===== config.mk =====
export PLATFORM = sky130hd
export DESIGN_NAME = branch_resolve
export DESIGN_NICKNAME = d
export VERILOG_FILES = /design/src/rtl/br_pkg.sv /design/src/rtl/branch_cmp.sv /design/src/rtl/branch_resolve.sv
export SDC_FILE = /design/constraint.sdc
export NUM_CORES = 1
export LEC_CHECK = 0
export ABC_AREA = 1
export CAP_MARGIN = 40
export CORE_ASPECT_RATIO = 1.5
export CORE_MARGIN = 4
export CORE_UTILIZATION = 44
export DETAILED_ROUTE_END_ITERATION = 6
export PLACE_DENSITY_LB_ADDON = 0.2
export SYNTH_ARGS = -nofsm -noshare
export SYNTH_HDL_FRONTEND = slang
export SYNTH_HIERARCHICAL = 1
export SYNTH_SLANG_ARGS = --single-unit

===== constraint.sdc =====
create_clock -name clk -period 1.38 [get_ports clk]
set_clock_uncertainty 0.2 [all_clocks]
set_input_delay 0.138 -clock clk [delete_from_list [all_inputs] [get_ports clk]]
set_output_delay 0.138 -clock clk [all_outputs]
set_load 0.05 [all_outputs]

===== src/rtl/br_pkg.sv =====
// br_pkg: branch opcode encoding, resolve FSM states and default width.
package br_pkg;
    localparam int XLEN_DEF = 32;

    typedef enum logic [2:0] {
        BR_BEQ  = 3'd0,
        BR_BNE  = 3'd1,
        BR_BGEZ = 3'd2,
        BR_BGTZ = 3'd3,
        BR_BLEZ = 3'd4,
        BR_BLTZ = 3'd5
    } br_op_t;

    typedef enum logic [1:0] {
        S_IDLE  = 2'd0,
        S_EVAL  = 2'd1,
        S_REDIR = 2'd2
    } state_t;
endpackage


===== src/rtl/branch_cmp.sv =====
// branch_cmp: signed branch condition evaluation from rs/rt and opcode.
module branch_cmp
    import br_pkg::*;
#(
    parameter int XLEN = XLEN_DEF
) (
    input  logic [XLEN-1:0] rs,
    input  logic [XLEN-1:0] rt,
    input  logic [2:0]      op,
    output logic            eq,
    output logic            rs_neg,
    output logic            rs_zero,
    output logic            cond
);
    assign eq      = rs == rt;
    assign rs_neg  = rs[XLEN-1];
    assign rs_zero = rs == '0;

    // Unassigned opcodes 6 and 7 fall through to not taken.
    always_comb
        cond = (op == BR_BEQ)  ? eq :
               (op == BR_BNE)  ? !eq :
               (op == BR_BGEZ) ? !rs_neg :
               (op == BR_BGTZ) ? (!rs_neg && !rs_zero) :
               (op == BR_BLEZ) ? (rs_neg || rs_zero) :
               (op == BR_BLTZ) ? rs_neg : 1'b0;
endmodule


===== src/rtl/branch_resolve.sv =====
// branch_resolve: ID-stage branch resolution FSM with one-cycle PC redirect.
// Optional resolve/taken counters are built when BRANCH_STATS_EN is defined.
module branch_resolve
    import br_pkg::*;
#(
    parameter int XLEN = XLEN_DEF
) (
    input  logic            clk,
    input  logic            rst_n,
    input  logic            br_valid,
    output logic            br_ready,
    input  logic [2:0]      br_op,
    input  logic [XLEN-1:0] rs_val,
    input  logic [XLEN-1:0] rt_val,
    input  logic            opnd_ready,
    input  logic [XLEN-1:0] pc_plus4,
    input  logic [15:0]     imm16,
    input  logic            flush_in,
    output logic            stall_id,
    output logic            redirect,
    output logic [XLEN-1:0] redirect_pc,
    output logic            flush_ifid,
    output logic            taken,
    output logic [31:0]     stat_total,
    output logic [31:0]     stat_taken
);
    state_t          state;
    logic [2:0]      op_q;
    logic [XLEN-1:0] rs_q, rt_q, tgt_q;
    logic            accept, cond;

    assign br_ready    = state == S_IDLE;
    assign accept      = br_valid && br_ready && opnd_ready && !flush_in;
    assign stall_id    = br_valid && !accept;
    assign redirect_pc = tgt_q;

    branch_cmp #(.XLEN(XLEN)) u_cmp (
        .rs      (rs_q),
        .rt      (rt_q),
        .op      (op_q),
        .eq      (),
        .rs_neg  (),
        .rs_zero (),
        .cond    (cond)
    );

    // tgt_q only loads on accept, so it stays stable through REDIR.
    always_ff @(posedge clk or negedge rst_n) begin
        if (!rst_n) begin
            state      <= S_IDLE;
            op_q       <= '0;
            rs_q       <= '0;
            rt_q       <= '0;
            tgt_q      <= '0;
            taken      <= 1'b0;
            redirect   <= 1'b0;
            flush_ifid <= 1'b0;
        end else begin
            redirect   <= 1'b0;
            flush_ifid <= 1'b0;
            if (flush_in) begin
                state <= S_IDLE;
            end else if (state == S_IDLE) begin
                if (accept) begin
                    state <= S_EVAL;
                    op_q  <= br_op;
                    rs_q  <= rs_val;
                    rt_q  <= rt_val;
                    tgt_q <= pc_plus4 + {{(XLEN-18){imm16[15]}}, imm16, 2'b00};
                end
            end else if (state == S_EVAL) begin
                taken      <= cond;
                redirect   <= cond;
                flush_ifid <= cond;
                state      <= cond ? S_REDIR : S_IDLE;
            end else begin
                state <= S_IDLE;
            end
        end
    end

`ifdef BRANCH_STATS_EN
    always_ff @(posedge clk or negedge rst_n) begin
        if (!rst_n) begin
            stat_total <= '0;
            stat_taken <= '0;
        end else if (state == S_EVAL && !flush_in) begin
            if (stat_total != '1) stat_total <= stat_total + 32'd1;
            if (cond && stat_taken != '1) stat_taken <= stat_taken + 32'd1;
        end
    end
`else
    assign stat_total = '0;
    assign stat_taken = '0;
`endif
endmodule


==> results of run 1 <==
==> per-stage QoR <==
step	hold WS (ns)	cells	total power (W)
after floorplan	-0.358	1181	0.00731
after global placement	-0.0106	1550	0.00975
after detailed placement	-0.0139	1550	0.00981
after CTS	0.0985	1597	0.0130
after global routing	0.0753	1625	0.0145
final	0.0539	1625	0.0139
==> registers in the layout, summed over array words and instances, names as in the netlist <==
signal       count
redirect_pc     32
rs_q            32
rt_q            32
op_q             3
state            2
flush_ifid       1
taken            1
==> final cells by class <==
cell class                      count  area [sq um]
Multi-Input combinational cell    865          5480
Timing Repair Buffer              307          3690
Fill cell                        1068          3530
Sequential cell                   103          2580
Inverter                          127           495
Tap cell                          206           258
Clock buffer                       10           239
Clock inverter                      6          51.3
Timing Repair inverter              1          16.3
==> placed cells by master, fill, tap and decap left out, types with 29 or more instances in the layout <==
cell type / count
dlygate4sd2_1: 33
inv_1: 117
dfrtp_1: 102
buf_12: 50
nor2_1: 51
buf_4: 99
nand2_1: 360
conb_1: 64
nand2_2: 129
clkdlybuf4s50_1: 76
nand2_4: 54
ha_4: 29
==> worst max-delay path, stage by stage (launching register included) <==
cell and delay [ns]:
dfrtp_1 0.47, xnor2_2 0.25, buf_4 0.15, nand2_1 0.06, nor2_1 0.08, nand2_1 0.06, nor2_2 0.11, nand3_1 0.11
nand3_2 0.10, inv_2 0.05, nor2_1 0.12
==> power groups by stage <==
| stage | clock network (W) | registers [W] | logic (W) |
|---|---|---|---|
| final | 0.00261 | 0.00436 | 0.00690 |
| after global routing | 0.00278 | 0.00442 | 0.00726 |
| after CTS | 0.00265 | 0.00421 | 0.00613 |
| after detailed placement | 0 | 0.00425 | 0.00556 |
| after global placement | 0 | 0.00424 | 0.00551 |
| after floorplan | 0 | 0.00486 | 0.00245 |
==> worst paths after layout <==
kind / from / endpoint
min reg2reg: rt_q[10]$_DFFE_PN0P_ / rt_q[10]$_DFFE_PN0P_
max in group asynchronous: rst_n / redirect_pc[22]$_DFFE_PN0P_
min: imm16[1] / redirect_pc[3]$_DFFE_PN0P_
max reg2reg: rs_q[4]$_DFFE_PN0P_ / flush_ifid$_DFF_PN0_
min in group asynchronous: rst_n / rt_q[5]$_DFFE_PN0P_
max: rs_q[4]$_DFFE_PN0P_ / flush_ifid$_DFF_PN0_
==> routing by layer <==
layer  up-vias  wire, um  GRT usage, %
met5         -         0             0
met4         0      1590          11.6
met3       112      1430          2.76
met2       324     15500          47.9
met1      3857      9970          27.1
li1       3860         -             -
==> timing repair <==
item,in CTS,in global routing
cloned,10,20
hold buffers,2,0
setup endpoints to repair,104,105
endpoints found under the hold margin,104,0
gates resized for setup,213,252
buffers inserted,19,10
pin swaps,63,100
==> impl_metrics.ini, run 1 <==
[status]
run_status = finished with violations
failed_checks = negative setup slack

[floorplanning]
start_util_pct = 45.2
core_ar_sq_um = 16300
placementRows = 57
die-height_um = 167
die-width_um = 114
dieArea_sq_um = 19000
ioPinCount = 221

[cts]
h_tree_levels = 3
cts_tree = done
cts.clk_slew.worst_paths_ns = 0.08
numCtsBuffers = 9
clock_latency_ns = 0.36
cts_max_path_buffers = 2
tritoncts_num_sinks = 103
root_buffer = clkbuf_16

[yosys]
postSynthCellCount = 1118
syn-cell-area_sq_um = 7390
synth_area_per_cell_sq_um = 6.61
synth_warnings = 6

[sta]
max_freq_ghz = 0.546
finalCritPeriodShare_pct = 133
timing.final.max_slew_violations = 0
setup_violations_final = 105
timing.final.crit_period_ns = 1.83
hold_violations = 0
tns_ns = -32.29
rsz_0062_raised_after_global_routing = true
fin_ws_ns = -0.453

[final_layout]
final_net_count = 1564
fin_util_pct = 78.4
final_area_sq_um = 12800
synthToLayoutAreaGrowth_pct = 73.3
share_of_layout_cells_above_drive_strength_1_pct = 37.1
antennaDiodeCount = 0

[power]
cellInternalPower_w = 0.00804
max-vdd-ir-drop_uv = 858
switching_share_pct = 42.0
sequentialPowerShare_pct = 31.4
pwr_density_cell_nw_per_um2 = 1080
power_frac_comb_pct = 49.7
power.clock.fraction_pct = 18.8
p_switching_w = 0.00583
p_leak_nw = 6.60

[detailed_routing]
antenna_violating_nets_left = 0
routed_wl_um = 28500
num_vias = 8153
post_drt_wl_per_cell_um = 17.6
via_per_inst = 5.02
initialDrtViolationCount = 586
drc = 0
detailedRoute.firstPassIterationCount = 5

[grt]
wire_length_of_the_first_global_routing_pass_um = 37600
grt_antenna_before_repair = 0
grt_remaining_overflow = 0
maximum_number_of_pins_on_one_net_before_global_route_repair = 73
first_global_vias = 7553
grt_util_all_layers_pct = 25.1

[placement]
dp_hpwl_um = 17100
detailedPlace.worstSlack_ns = -1.02
buffer_ports.inserted = 156
dpl_cell_area_sq_um = 10000
place.gp.congestion = 0.907

[critical_path]
r2r_setup_slack_ns = -0.45
worst_setup_start_kind = flip-flop
worst_ep_arrival_time_ns = 1.91
cp.required_ns = 1.45
timing.setup.critical_path_class = flip-flop to flip-flop
cp-end-kind = flip-flop
rr_worst_depth = 10
critical_path.max_fanout = 3

[hold_path]
timing.hold.worst.class = input pin to flip-flop
hold_path_depth = 4

[run]
cap_viol_max_count = 0
(Power assumes the default switching activity.)
==> run 2, diff against run 1 <==
--- a/config.mk
+++ b/config.mk
@@ -5,12 +5,12 @@
 export SDC_FILE = /design/constraint.sdc
 export NUM_CORES = 1
 export LEC_CHECK = 0
-export ABC_AREA = 1
-export CAP_MARGIN = 40
+export CAP_MARGIN = 0
 export CORE_ASPECT_RATIO = 1.5
 export CORE_MARGIN = 4
-export CORE_UTILIZATION = 44
+export CORE_UTILIZATION = 42
 export DETAILED_ROUTE_END_ITERATION = 6
+export MAX_ROUTING_LAYER = met4
 export PLACE_DENSITY_LB_ADDON = 0.2
 export SYNTH_ARGS = -nofsm -noshare
 export SYNTH_HDL_FRONTEND = slang
==> run 2 against run 1 <==
  * The flow still finishes with violations (negative setup slack)
  * Flip-flop and latch count did not move
  * Global-route usage rose by 5.7 points
  * Wire length rose by 8.4%
  * Largest cell class unchanged
  * Highest routed layer unchanged
==> impl_metrics.ini, run 2 <==
[sta]
fin_ws_ns = -1.10
finalCritPeriodShare_pct = 179
timing.final.crit_period_ns = 2.48
rsz_0062_raised_after_global_routing = true
tns_ns = -61.22
setup_violations_final = 105
max_freq_ghz = 0.404
timing.final.max_slew_violations = 0
hold_violations = 0
worst_hold_slack_ns = 0.0687

[grt]
grt_util_all_layers_pct = 30.8
maximum_number_of_pins_on_one_net_before_global_route_repair = 33
grt.met2_usage_pct = 57.8
first_global_vias = 7354
grt_antenna_before_repair = 2
grt_remaining_overflow = 0
met3_usage_pct = 5.15
busiest_layer = met2
wire_length_of_the_first_global_routing_pass_um = 39100
use_met1_pct = 29.4

[cts]
cts_max_path_buffers = 2
tritoncts_num_sinks = 103
numCtsBuffers = 9
h_tree_levels = 3
clock_latency_ns = 0.35
cts.clk_slew.worst_paths_ns = 0.09
root_buffer = clkbuf_16
cts_tree = done

[floorplanning]
placementRows = 54
start_util_pct = 43.1
die-width_um = 108
core_ar_sq_um = 14700
die-height_um = 159
dieArea_sq_um = 17200
ioPinCount = 221

[yosys]
synth_area_per_cell_sq_um = 8.44
synth_warnings = 6
postSynthCellCount = 753
syn-cell-area_sq_um = 6350

[detailed_routing]
drc = 0
detailedRoute.firstPassIterationCount = 5
post_drt_wl_per_cell_um = 23.7
initialDrtViolationCount = 363
via_per_inst = 5.51
routed_wl_um = 30900
num_vias = 7180
antenna_violating_nets_left = 0

[final_layout]
fill_cells = 665
fin_cells = 1304
sequential_cell_area_sq_um = 2580
multi_input_comb_area_sq_um = 5200
layout_commonest_cell = buf_4
most-common-layout-cells = 133 x buf_4, 105 x nand2_2, 102 x dfrtp_1
synthToLayoutAreaGrowth_pct = 99.3
share_of_layout_cells_above_drive_strength_1_pct = 55.7
final_net_count = 1251

[power]
max-vdd-ir-drop_uv = 855
pwr_density_cell_nw_per_um2 = 1140
p_leak_nw = 6.09
p_total_w = 0.0145

[placement]
dp_hpwl_um = 14800
numPlacedInstances = 1201
buffer_ports.inserted = 156
place.gp.congestion = 0.896
detailedPlace.worstSlack_ns = -1.78

[critical_path]
timing.setup.critical_path_class = flip-flop to flip-flop
cp-end-kind = flip-flop
critical_path.max_fanout = 2
worst_setup_start_kind = flip-flop
worst_ep_arrival_time_ns = 2.53
cp.required_ns = 1.43

[status]
failed_checks = negative setup slack
run_status = finished with violations

[hold_path]
timing.hold.worst.class = input pin to flip-flop

[run]
cap_viol_max_count = 0
run 2: cell type report:
type                       count  area share (%)
antenna                        2          0.0395
clock buffer                  10            1.89
clock inverter                 6           0.603
inverter                       9           0.395
multi-input combinational    610            41.1
sequential                   103            20.4
tap                          196            1.94
timing repair buffer         367            33.6
timing repair inverter         1           0.128
run 2: path summary, 6_finish.rpt:
check / to / slack, ns / depth (start not counted) / from
max: taken$_DFFE_PN0P_ / -1.10 / 9 / rs_q[16]$_DFFE_PN0P_
min: redirect_pc[3]$_DFFE_PN0P_ / 0.07 / 4 / imm16[1]
max reg2reg: taken$_DFFE_PN0P_ / -1.10 / 9 / rs_q[16]$_DFFE_PN0P_
min reg2reg: rt_q[4]$_DFFE_PN0P_ / 0.32 / 2 / rt_q[4]$_DFFE_PN0P_
max in group asynchronous: rs_q[25]$_DFFE_PN0P_ / 0.13 / 3 / rst_n
min in group asynchronous: state[1]$_DFFE_PN0P_ / 0.14 / 3 / rst_n
run 2: timing repair:
item | CTS | global route
setup buffers | 59 | 24
pin swaps | 214 | 158
gates resized for setup | 387 | 248
gates cloned | 24 | 5
hold endpoints to repair | 104 | 0
setup endpoints to repair | 105 | 105
hold buffers | 3 | 0
run 2: worst max-delay path: stages (launching register included):
cell	delay (ns)
dfrtp_1	0.43
buf_4	0.18
xor2_1	0.16
nor4_2	0.29
nand4_1	0.19
nor2_2	0.28
or4b_1	0.19
nand3_2	0.11
and3_4	0.20
a21o_1	0.15
run 2: report_power, final:
| group | switching [W] | internal (W) | total [W] |
|---|---|---|---|
| Combinational | 0.00382 | 0.00336 | 0.00719 |
| Clock | 0.00133 | 0.00149 | 0.00282 |
| Sequential | 0.000846 | 0.00362 | 0.00447 |
run 2: per-layer routing:
layer	vias to the layer above	wire length (um)	share of wire [%]
met1	3551	10100	33
met3	156	1830	5.9
met2	379	16700	54
met5	-	0	0
li1	3094	-	-
met4	0	2250	7.3
run 2: metrics by stage:
step / utilization [%] / cell area, sq um
detailed placement: 64.3 / 9460
global route: 85.9 / 12700
global placement: 64.3 / 9460
finish: 85.9 / 12700
CTS: 80.2 / 11800
floorplan: - / 6970
==> run 3, diff against run 2 <==
--- a/config.mk
+++ b/config.mk
@@ -12,6 +12,7 @@
 export DETAILED_ROUTE_END_ITERATION = 6
 export MAX_ROUTING_LAYER = met4
 export PLACE_DENSITY_LB_ADDON = 0.2
+export SETUP_SLACK_MARGIN = 0.4
 export SYNTH_ARGS = -nofsm -noshare
 export SYNTH_HDL_FRONTEND = slang
 export SYNTH_HIERARCHICAL = 1
==> run 3 against run 2 <==
  * The run ends with negative hold slack, negative setup slack left
  * Clock power decreased by 7.4%
  * Sequential share of layout area about the same
  * Via count decreased by 0.46%
  * Critical path depth increased by 1
  * Die area unchanged
==> impl_metrics.ini, run 3 (synthesized netlist as in run 2, its figures left out) <==
[detailed_routing]
initialDrtViolationCount = 345
post_drt_wl_per_cell_um = 23.0
via_per_inst = 5.44
routed_wl_um = 30200
num_vias = 7147
drc = 0
detailedRoute.firstPassIterationCount = 5
antenna_violating_nets_left = 0

[cts]
h_tree_levels = 3
clock_latency_ns = 0.36
numCtsBuffers = 9
cts_tree = done
tritoncts_num_sinks = 103
root_buffer = clkbuf_16
cts_max_path_buffers = 2
cts.clk_slew.worst_paths_ns = 0.08

[power]
p_leak_nw = 6.20
max-vdd-ir-drop_uv = 820
pwr_density_cell_nw_per_um2 = 1130

[floorplanning]
core_ar_sq_um = 14700
placementRows = 54
die-width_um = 108
die-height_um = 159
start_util_pct = 43.1
ioPinCount = 221
dieArea_sq_um = 17200

[grt]
first_global_vias = 7284
grt_antenna_before_repair = 1
grt_util_all_layers_pct = 31.2
grt_remaining_overflow = 0
maximum_number_of_pins_on_one_net_before_global_route_repair = 32
wire_length_of_the_first_global_routing_pass_um = 39200

[final_layout]
most-common-layout-cells = 131 x buf_4, 106 x nand2_2, 95 x dfrtp_1
fin_cells = 1314
final_net_count = 1261
synthToLayoutAreaGrowth_pct = 100
share_of_layout_cells_above_drive_strength_1_pct = 55.0
layout_commonest_cell = buf_4

[sta]
worst_hold_slack_ns = -0.492
fin_ws_ns = -1.15
hold_violations = 104
rsz_0062_raised_after_global_routing = true
max_freq_ghz = 0.395
timing.final.max_slew_violations = 0
tns_ns = -51.38
timing.final.crit_period_ns = 2.53
finalCritPeriodShare_pct = 184
setup_violations_final = 105

[placement]
buffer_ports.inserted = 156
numPlacedInstances = 1189
place.gp.congestion = 0.877
dp_hpwl_um = 15000

[critical_path]
worst_ep_arrival_time_ns = 2.58
cp_cell_sequence = buf_4, nor4_4, nand4_1, nor2_2, buf_4, and4bb_2, a2111oi_4, nand3_2, and3_4, a21o_1
cp-end-kind = flip-flop
cpMaxStageDelayCell = dfrtp_1
cp.required_ns = 1.43
critical_path_s_most_frequent_cell = buf_4
slowest_delay_ns = 0.53
critical_path.max_fanout = 2
worst_setup_start_kind = flip-flop
timing.setup.critical_path_class = flip-flop to flip-flop

[status]
run_status = finished with violations
failed_checks = negative hold slack, negative setup slack

[hold_path]
timing.hold.worst.class = input pin to asynchronous set/reset pin

[run]
cap_viol_max_count = 0
==> run 3: path summary, 6_finish.rpt <==
| path | cells past startpoint | endpoint | from | slack, ns |
|---|---|---|---|---|
| min reg2reg | 2 | rt_q[2]$_DFFE_PN0P_ | rt_q[2]$_DFFE_PN0P_ | 0.31 |
| min | 1 | rs_q[17]$_DFFE_PN0P_ | rst_n | -0.49 |
| max in group asynchronous | 2 | rs_q[15]$_DFFE_PN0P_ | rst_n | 0.92 |
| max reg2reg | 10 | taken$_DFFE_PN0P_ | rs_q[17]$_DFFE_PN0P_ | -1.15 |
| max | 10 | taken$_DFFE_PN0P_ | rs_q[17]$_DFFE_PN0P_ | -1.15 |
| min in group clk | 4 | redirect_pc[2]$_DFFE_PN0P_ | imm16[0] | -0.09 |
==> run 3: power by group <==
group	total [W]	leakage (nW)	switching [W]	internal, W
sequential	0.00437	1.28	0.000733	0.00363
combinational	0.00734	4.77	0.00385	0.00349
clock	0.00261	0.145	0.00134	0.00127
==> run 3: final cells by class <==
class | instances | area [sq um]
Clock inverter | 7 | 67.6
Sequential cell | 103 | 2590
Timing Repair inverter | 1 | 16.3
Multi-Input combinational cell | 610 | 5020
Inverter | 9 | 48.8
Tap cell | 196 | 245
Fill cell | 676 | 2010
Timing Repair Buffer | 377 | 4500
Antenna cell | 2 | 5.00
Clock buffer | 9 | 225
==> run 3: worst max-delay path, delay by kind of cell (launching register included) <==
family | cells | cell delay [ns]
AND/OR/NAND/NOR | 6 | 0.83
flip-flops | 1 | 0.53
AO/OA/AOI/OAI | 2 | 0.50
buffers and inverters | 2 | 0.37
==> run 3: metrics by stage <==
stage | instance area (sq um) | hold slack [ns] | power, W | utilization (%) | setup slack [ns]
detailed placement | 9390 | -0.111 | 0.00972 | 63.8 | -1.61
floorplan | 6980 | -0.358 | 0.00710 | - | -0.795
finish | 12700 | -0.492 | 0.0143 | 86.3 | -1.15
global placement | 9390 | -0.110 | 0.00965 | 63.8 | -1.61
global route | 12700 | -0.483 | 0.0148 | 86.3 | -1.25
CTS | 11800 | -0.495 | 0.0133 | 80.2 | -0.889
==> run 3: repair_timing <==
action / CTS / global route
hold endpoints to repair: 104 / 104
buffers inserted: 57 / 26
resized for setup: 419 / 173
pin swaps: 221 / 155
gates cloned: 23 / 1
setup endpoints to repair: 140 / 140
==> run 3: per-layer routing <==
metal	share of wire, %	wire length [um]	track usage (%)	up-vias
met5	0	0	-	-
met4	7.9	2390	20.6	0
met3	5.8	1740	4.62	151
met2	53	16100	56.4	362
met1	33	9950	30.5	3520
li1	-	-	-	3114
